<file path="src/rtl/mult_pkg.sv">
// Shared definitions for the radix-4 Booth multiplier: FSM encoding and partial-product selects.
package mult_pkg;

    localparam logic [1:0] ST_IDLE = 2'b00;
    localparam logic [1:0] ST_EXEC = 2'b01;
    localparam logic [1:0] ST_DONE = 2'b10;

    localparam logic [2:0] PP_ZERO = 3'd0;
    localparam logic [2:0] PP_POS1 = 3'd1;
    localparam logic [2:0] PP_POS2 = 3'd2;
    localparam logic [2:0] PP_NEG1 = 3'd3;
    localparam logic [2:0] PP_NEG2 = 3'd4;

    // Map a Booth digit {q[i+1], q[i], q[i-1]} onto its partial-product multiple.
    function automatic logic [2:0] booth_sel(input logic [2:0] digit);
        logic [2:0] sel;
        sel = PP_ZERO;
        case (digit)
            3'b001, 3'b010: sel = PP_POS1;
            3'b011:         sel = PP_POS2;
            3'b100:         sel = PP_NEG2;
            3'b101, 3'b110: sel = PP_NEG1;
            default:        sel = PP_ZERO;
        endcase
        return sel;
    endfunction

endpackage

</file>
<file path="src/rtl/booth_r4_encoder.sv">
// Combinational radix-4 Booth encoder: digit x multiplicand -> sign-correct partial product.
module booth_r4_encoder
    import mult_pkg::*;
#(
    parameter int unsigned WIDTH = 32
) (
    input  logic [2:0]       digit,
    input  logic [WIDTH+1:0] mcand,
    output logic [WIDTH+2:0] pp_c
);

    logic [WIDTH+2:0] m1;
    logic [WIDTH+2:0] m2;

    assign m1 = {mcand[WIDTH+1], mcand};
    assign m2 = {mcand, 1'b0};

    always_comb begin
        pp_c = '0;
        case (booth_sel(digit))
            PP_POS1: pp_c = m1;
            PP_POS2: pp_c = m2;
            PP_NEG1: pp_c = (WIDTH+3)'(-m1);
            PP_NEG2: pp_c = (WIDTH+3)'(-m2);
            default: pp_c = '0;
        endcase
    end

endmodule

</file>
<file path="src/rtl/booth_r4_multiplier.sv">
// Multi-cycle radix-4 Booth multiplier retiring two multiplier bits per cycle,
// with op_start/op_clear/op_done handshake and a busy flag.
module booth_r4_multiplier
    import mult_pkg::*;
#(
    parameter int unsigned WIDTH = 32
) (
    input  logic                 clk,
    input  logic                 reset_n,
    input  logic [WIDTH-1:0]     multiplicand,
    input  logic [WIDTH-1:0]     multiplier,
    input  logic                 signed_mode,
    input  logic                 op_start,
    input  logic                 op_clear,
    output logic [2*WIDTH-1:0]   result,
    output logic                 op_done,
    output logic                 busy
);

    localparam int unsigned EXT_W = WIDTH + 2;
    localparam int unsigned ACC_W = WIDTH + 3;
    localparam int unsigned N_CYC = WIDTH / 2 + 1;
    localparam int unsigned CNT_W = $clog2(N_CYC + 1);

    logic [1:0]           state_q, state_d;
    logic [ACC_W-1:0]     acc_q, acc_d;
    logic [EXT_W-1:0]     q_q, q_d;
    logic                 qm1_q, qm1_d;
    logic [EXT_W-1:0]     mcand_q, mcand_d;
    logic [CNT_W-1:0]     cnt_q, cnt_d;
    logic [2*WIDTH-1:0]   result_d;
    logic                 done_d;
    logic                 busy_d;

    logic [EXT_W-1:0]     ext_a_c;
    logic [EXT_W-1:0]     ext_b_c;
    logic [ACC_W-1:0]     pp_c;
    logic [ACC_W-1:0]     sum_c;
    logic [ACC_W-1:0]     acc_sh_c;
    logic [EXT_W-1:0]     q_sh_c;

    assign ext_a_c = signed_mode ? {{2{multiplicand[WIDTH-1]}}, multiplicand} : {2'b00, multiplicand};
    assign ext_b_c = signed_mode ? {{2{multiplier[WIDTH-1]}}, multiplier} : {2'b00, multiplier};

    booth_r4_encoder #(.WIDTH(WIDTH)) u_encoder (
        .digit (({q_q[1], q_q[0], qm1_q})),
        .mcand (mcand_q),
        .pp_c  (pp_c)
    );

    // One Booth step: accumulate, then arithmetic-shift {acc, q} right by two.
    assign sum_c    = acc_q + pp_c;
    assign acc_sh_c = {{2{sum_c[ACC_W-1]}}, sum_c[ACC_W-1:2]};
    assign q_sh_c   = {sum_c[1:0], q_q[EXT_W-1:2]};

    always_comb begin
        state_d  = state_q;
        acc_d    = acc_q;
        q_d      = q_q;
        qm1_d    = qm1_q;
        mcand_d  = mcand_q;
        cnt_d    = cnt_q;
        result_d = result;
        done_d   = op_done;
        busy_d   = busy;

        case (state_q)
            ST_IDLE: begin
                result_d = '0;
                done_d   = 1'b0;
                busy_d   = 1'b0;
                if (op_start) begin
                    mcand_d = ext_a_c;
                    q_d     = ext_b_c;
                    qm1_d   = 1'b0;
                    acc_d   = '0;
                    cnt_d   = '0;
                    busy_d  = 1'b1;
                    state_d = ST_EXEC;
                end
            end
            ST_EXEC: begin
                acc_d = acc_sh_c;
                q_d   = q_sh_c;
                qm1_d = q_q[1];
                cnt_d = cnt_q + CNT_W'(1);
                if (cnt_q == CNT_W'(N_CYC - 1)) begin
                    // Low 2*WIDTH bits of the full (WIDTH+2)x(WIDTH+2) product.
                    result_d = {acc_sh_c[WIDTH-3:0], q_sh_c};
                    done_d   = 1'b1;
                    busy_d   = 1'b0;
                    state_d  = ST_DONE;
                end
            end
            ST_DONE: begin
                state_d = ST_DONE;
            end
            default: begin
                state_d  = ST_IDLE;
                result_d = '0;
                done_d   = 1'b0;
                busy_d   = 1'b0;
                cnt_d    = '0;
            end
        endcase

        if (op_clear) begin
            state_d  = ST_IDLE;
            result_d = '0;
            done_d   = 1'b0;
            busy_d   = 1'b0;
            cnt_d    = '0;
        end
    end

    always_ff @(posedge clk) begin
        if (!reset_n) begin
            state_q <= ST_IDLE;
            acc_q   <= '0;
            q_q     <= '0;
            qm1_q   <= 1'b0;
            mcand_q <= '0;
            cnt_q   <= '0;
            result  <= '0;
            op_done <= 1'b0;
            busy    <= 1'b0;
        end else begin
            state_q <= state_d;
            acc_q   <= acc_d;
            q_q     <= q_d;
            qm1_q   <= qm1_d;
            mcand_q <= mcand_d;
            cnt_q   <= cnt_d;
            result  <= result_d;
            op_done <= done_d;
            busy    <= busy_d;
        end
    end

endmodule

</file>
<file path="config.mk">
export PLATFORM = sky130hd
export DESIGN_NAME = booth_r4_multiplier
export DESIGN_NICKNAME = d
export VERILOG_FILES = /design/src/rtl/mult_pkg.sv /design/src/rtl/booth_r4_encoder.sv /design/src/rtl/booth_r4_multiplier.sv
export SDC_FILE = /design/constraint.sdc
export NUM_CORES = 1
export LEC_CHECK = 0
export BUFFER_PORTS_ARGS = -buffer_cell sky130_fd_sc_hd__buf_4
export CORE_ASPECT_RATIO = 1.75
export CORE_MARGIN = 2
export CORE_UTILIZATION = 50
export DETAILED_ROUTE_END_ITERATION = 6
export GPL_TIMING_DRIVEN = 0
export PLACE_DENSITY = 0.73
export SETUP_SLACK_MARGIN = 0.4
export SLEW_MARGIN = 20
export SYNTH_ARGS = -nofsm -noshare
export SYNTH_HDL_FRONTEND = slang
export SYNTH_HIERARCHICAL = 1
export SYNTH_SLANG_ARGS = --single-unit
</file>
<file path="constraint.sdc">
create_clock -name clk -period 4.6 [get_ports clk]
set_clock_uncertainty 0.15 [all_clocks]
set_input_delay 0.23 -clock clk [delete_from_list [all_inputs] [get_ports clk]]
set_output_delay 0.23 -clock clk [all_outputs]
set_load 0.02 [all_outputs]
</file>
==> reports/qor.csv <==
stage;metric;value;unit
drt;via_count;11500;
global_routing;grt_start_max_net_pins;17;
min_path;hp-start;multiplier[5];
finish;diodes;0;
finish;final_cell_mix;nand2_1, buf_4, dfxtp_1, a21oi_1;
floorplan;start_util;0.507;
worst_setup_path;startpoint_type;register;
synth;synthFlopType;dfxtp_1;
drt;post-route-drc-count;0;
floorplan;die_width;114;µm
finish;final_common_cell;nand2_1;
global_routing;grt_pass1_vias;11500;
synth;syn_nets;1466;
worst_setup_path;r2r_end;acc_q[33];
place;gp_congestion;1.02;
worst_setup_path;arrival;4.77;ns
finish;seq_area;3490;µm²
worst_setup_path;timing.rr.start;mcand_q[8];
sta;worst_pin_slew;1.10;ns
synth;synth.distinct_cells;75;
synth;async_reset_ff_frac;0;
floorplan;ios;135;
synth;synth_top_area_cell;dfxtp_1;
drt;dr.pass1.iters;5;
power_and_ir_drop;power_leakage;6.03;nW
synth;ys_ff_latch;174;
synth;yosys_warnings;6;
power_and_ir_drop;powerDensity;301;nW/µm²
sta;timing.max_slew.rel_slack;0.269;
synth;netlist.area_leader.share;0.330;
min_path;min_to;q_q[5];
drt;drt_iter0_drc;720;
finish;multiInputGateArea;7400;µm²
clock_tree;h-tree-depth;4;
synth;syn_area;10600;µm²
finish;final_layout_size_suffix_gt1_frac;0.260;
finish;nets;1743;
global_routing;grt_pass1_wl;59300;µm
place;place_hpwl;28000;µm
clock_tree;cts_buffer_depth;2;
worst_setup_path;crit_fanout;5;
clock_tree;clk_pin_slew;0.07;ns
clock_tree;clock_latency;0.44;ns
sta;rsz0062_at_grt;yes;
sta;hold_violations;0;
synth;synth_area_leaders;dfxtp_1, nand2_1, a21oi_1;
clock_tree;cts_tree;done;
sta;setup_slack;0.00389;ns
place;place_ws;-0.756;ns
synth;syn-instance-count;1356;
synth;synth_edf_count;0;
global_routing;antenna_found_initial;0;
place;port_buffers;134;
job;drv_cap;0;
drt;viasPerCell;6.06;
global_routing;grt_use_total;0.340;
sta;fin_crit_sh;0.999;
sta;drv_slew;0;
status;status;finished clean;
clock_tree;cts-root-buf;clkbuf_16;
floorplan;dieArea;22400;µm²
global_routing;overflow;0;
finish;num-fill-cells;1708;
finish;syn_to_final_growth;37.8;%
sta;finalSetupViolCount;0;
worst_setup_path;setup.worst_path.class;register to register;
min_path;holdCritPathClass;input pin to register;
sta;maxClockFrequency;0.218;GHz
drt;ant_nets;0;
sta;finalSetupTns;0;ns
power_and_ir_drop;vdd_drop_max;313;µV
worst_setup_path;crit_required;4.78;ns
clock_tree;cts_buffers;17;
drt;routed_wl;39400;µm
worst_setup_path;end_kind;register;
worst_setup_path;rrSetupSlack;0.004;ns
clock_tree;cts_sinks;174;
synth;synth_area_per_cell;7.79;µm²
sta;period_needed;4.60;ns
floorplan;die_h;196;µm
floorplan;placementRows;70;
drt;routedWlPerCell;20.7;µm
synth;ys_seq_area_frac;0.330;
floorplan;coreArea;20800;µm²
worst_setup_path;r2r_cells;18;
min_path;hold_path_depth;4;
-- cells in the mapped netlist, types with 7 or more instances --
master    count
o211ai_1      9
a21oi_1     113
ha_1         40
a21o_1       10
nor4_1        9
o21ai_1       8
dfxtp_1     174
nor2b_1      17
a21boi_0     45
nand2b_1      9
nor2_1       72
and3_1       11
buf_1        12
nand3_1      68
a22oi_1      19
xor2_1       42
or3_1        14
or4_1         7
and2_1       14
clkbuf_1     84
xnor2_1      24
o31ai_1      11
nand4_1      11
o21ai_0      75
nand2_1     236
inv_1        18
mux2i_1      35
o221ai_1     12
o211a_1      32
nor3_1       21
-- area by class of cell --
type	instances	area share
repair buffers	258	0.143
inverters	19	0.00490
flip-flops and latches	174	0.240
plain buffers	106	0.0389
clock inverters	13	0.0138
clock buffers	18	0.0302
well taps	252	0.0216
multi-input cells	1057	0.508
-- layer usage --
layer / track usage / vias to the layer above / share of wire / wire (µm)
met5: 0 / - / 0 / 0
met4: 0.244 / 0 / 0.081 / 3170
met2: 0.631 / 465 / 0.52 / 20500
met1: 0.334 / 5453 / 0.35 / 13700
met3: 0.0578 / 175 / 0.050 / 1980
li1: - / 5402 / - / -
-- worst max-delay path by stage --
| stage | from | end | slack [ns] |
|---|---|---|---|
| floorplan | mcand_q[3] | acc_q[33] | 0.36 |
| global placement | q_q[0] | acc_q[31] | -0.71 |
| detailed placement | q_q[0] | acc_q[31] | -0.76 |
| CTS | mcand_q[0] | result[59] | 0.07 |
| global route | mcand_q[8] | acc_q[33] | -0.08 |
| finish | mcand_q[8] | acc_q[33] | 0.004 |
-- power by group --
part           internal [mW]  total, mW  switching, mW  leakage [nW]
combinational          0.481       1.15          0.672          4.30
sequential              1.56       1.62         0.0570          1.42
clock                  0.938       1.61          0.672         0.313
-- registers in the layout, summed over array words and instances, names as in the netlist --
register and count:
acc_q 33, busy 1, cnt_q 5, mcand_q 33, op_done 1, q_q 34, qm1_q 1, result 64
state_q 2
-- kinds of logic (layout without fill, tap and decap cells) --
group,count (synthesis),after routing,synth area share
adders and majority gates,41,41,0.0492
AOI/OAI and AO/OA,400,400,0.255
and+or+nand+nor,514,514,0.229
xor gates and xnor gates,66,66,0.0547
DFF,174,174,0.330
muxes,36,36,0.0342
buffers and inverters,125,414,0.0478
-- through the flow --
stage,power [mW],hold slack (ns),std cells,instance area [µm²],utilization
2_1_floorplan,2.20,0.217,1356,10600,-
3_3_place_gp,2.48,0.296,1742,11900,0.573
3_5_place_dp,2.49,0.301,1742,11900,0.573
4_1_cts,4.25,0.000302,1870,14000,0.670
5_1_grt,4.51,0.00881,1897,14600,0.699
6_report,4.38,0.00222,1897,14600,0.699
-- critical path, cell delays in order, from the launching register on --
cell      delay, ns
dfxtp_2        0.33
buf_6          0.12
or3_4          0.41
or4_4          0.59
buf_6          0.16
or3_4          0.39
a32oi_1        0.20
o211ai_1       0.13
ha_1           0.32
clkbuf_8       0.15
nand2_4        0.07
nor2_4         0.03
and3_4         0.16
a221o_1        0.32
nand2_4        0.10
a21oi_2        0.06
or3_1          0.33
and4b_1        0.20
o31a_1         0.23
-- what timing repair did --
action | CTS | global route
hold endpoints to repair | 52 | 0
hold buffers | 50 | 0
buffers inserted | 47 | 26
resized for setup | 133 | 109
endpoints found under the setup margin | 59 | 45
pin swaps | 46 | 56
gates cloned | 0 | 1
Power figures use the tool's default switching activity.
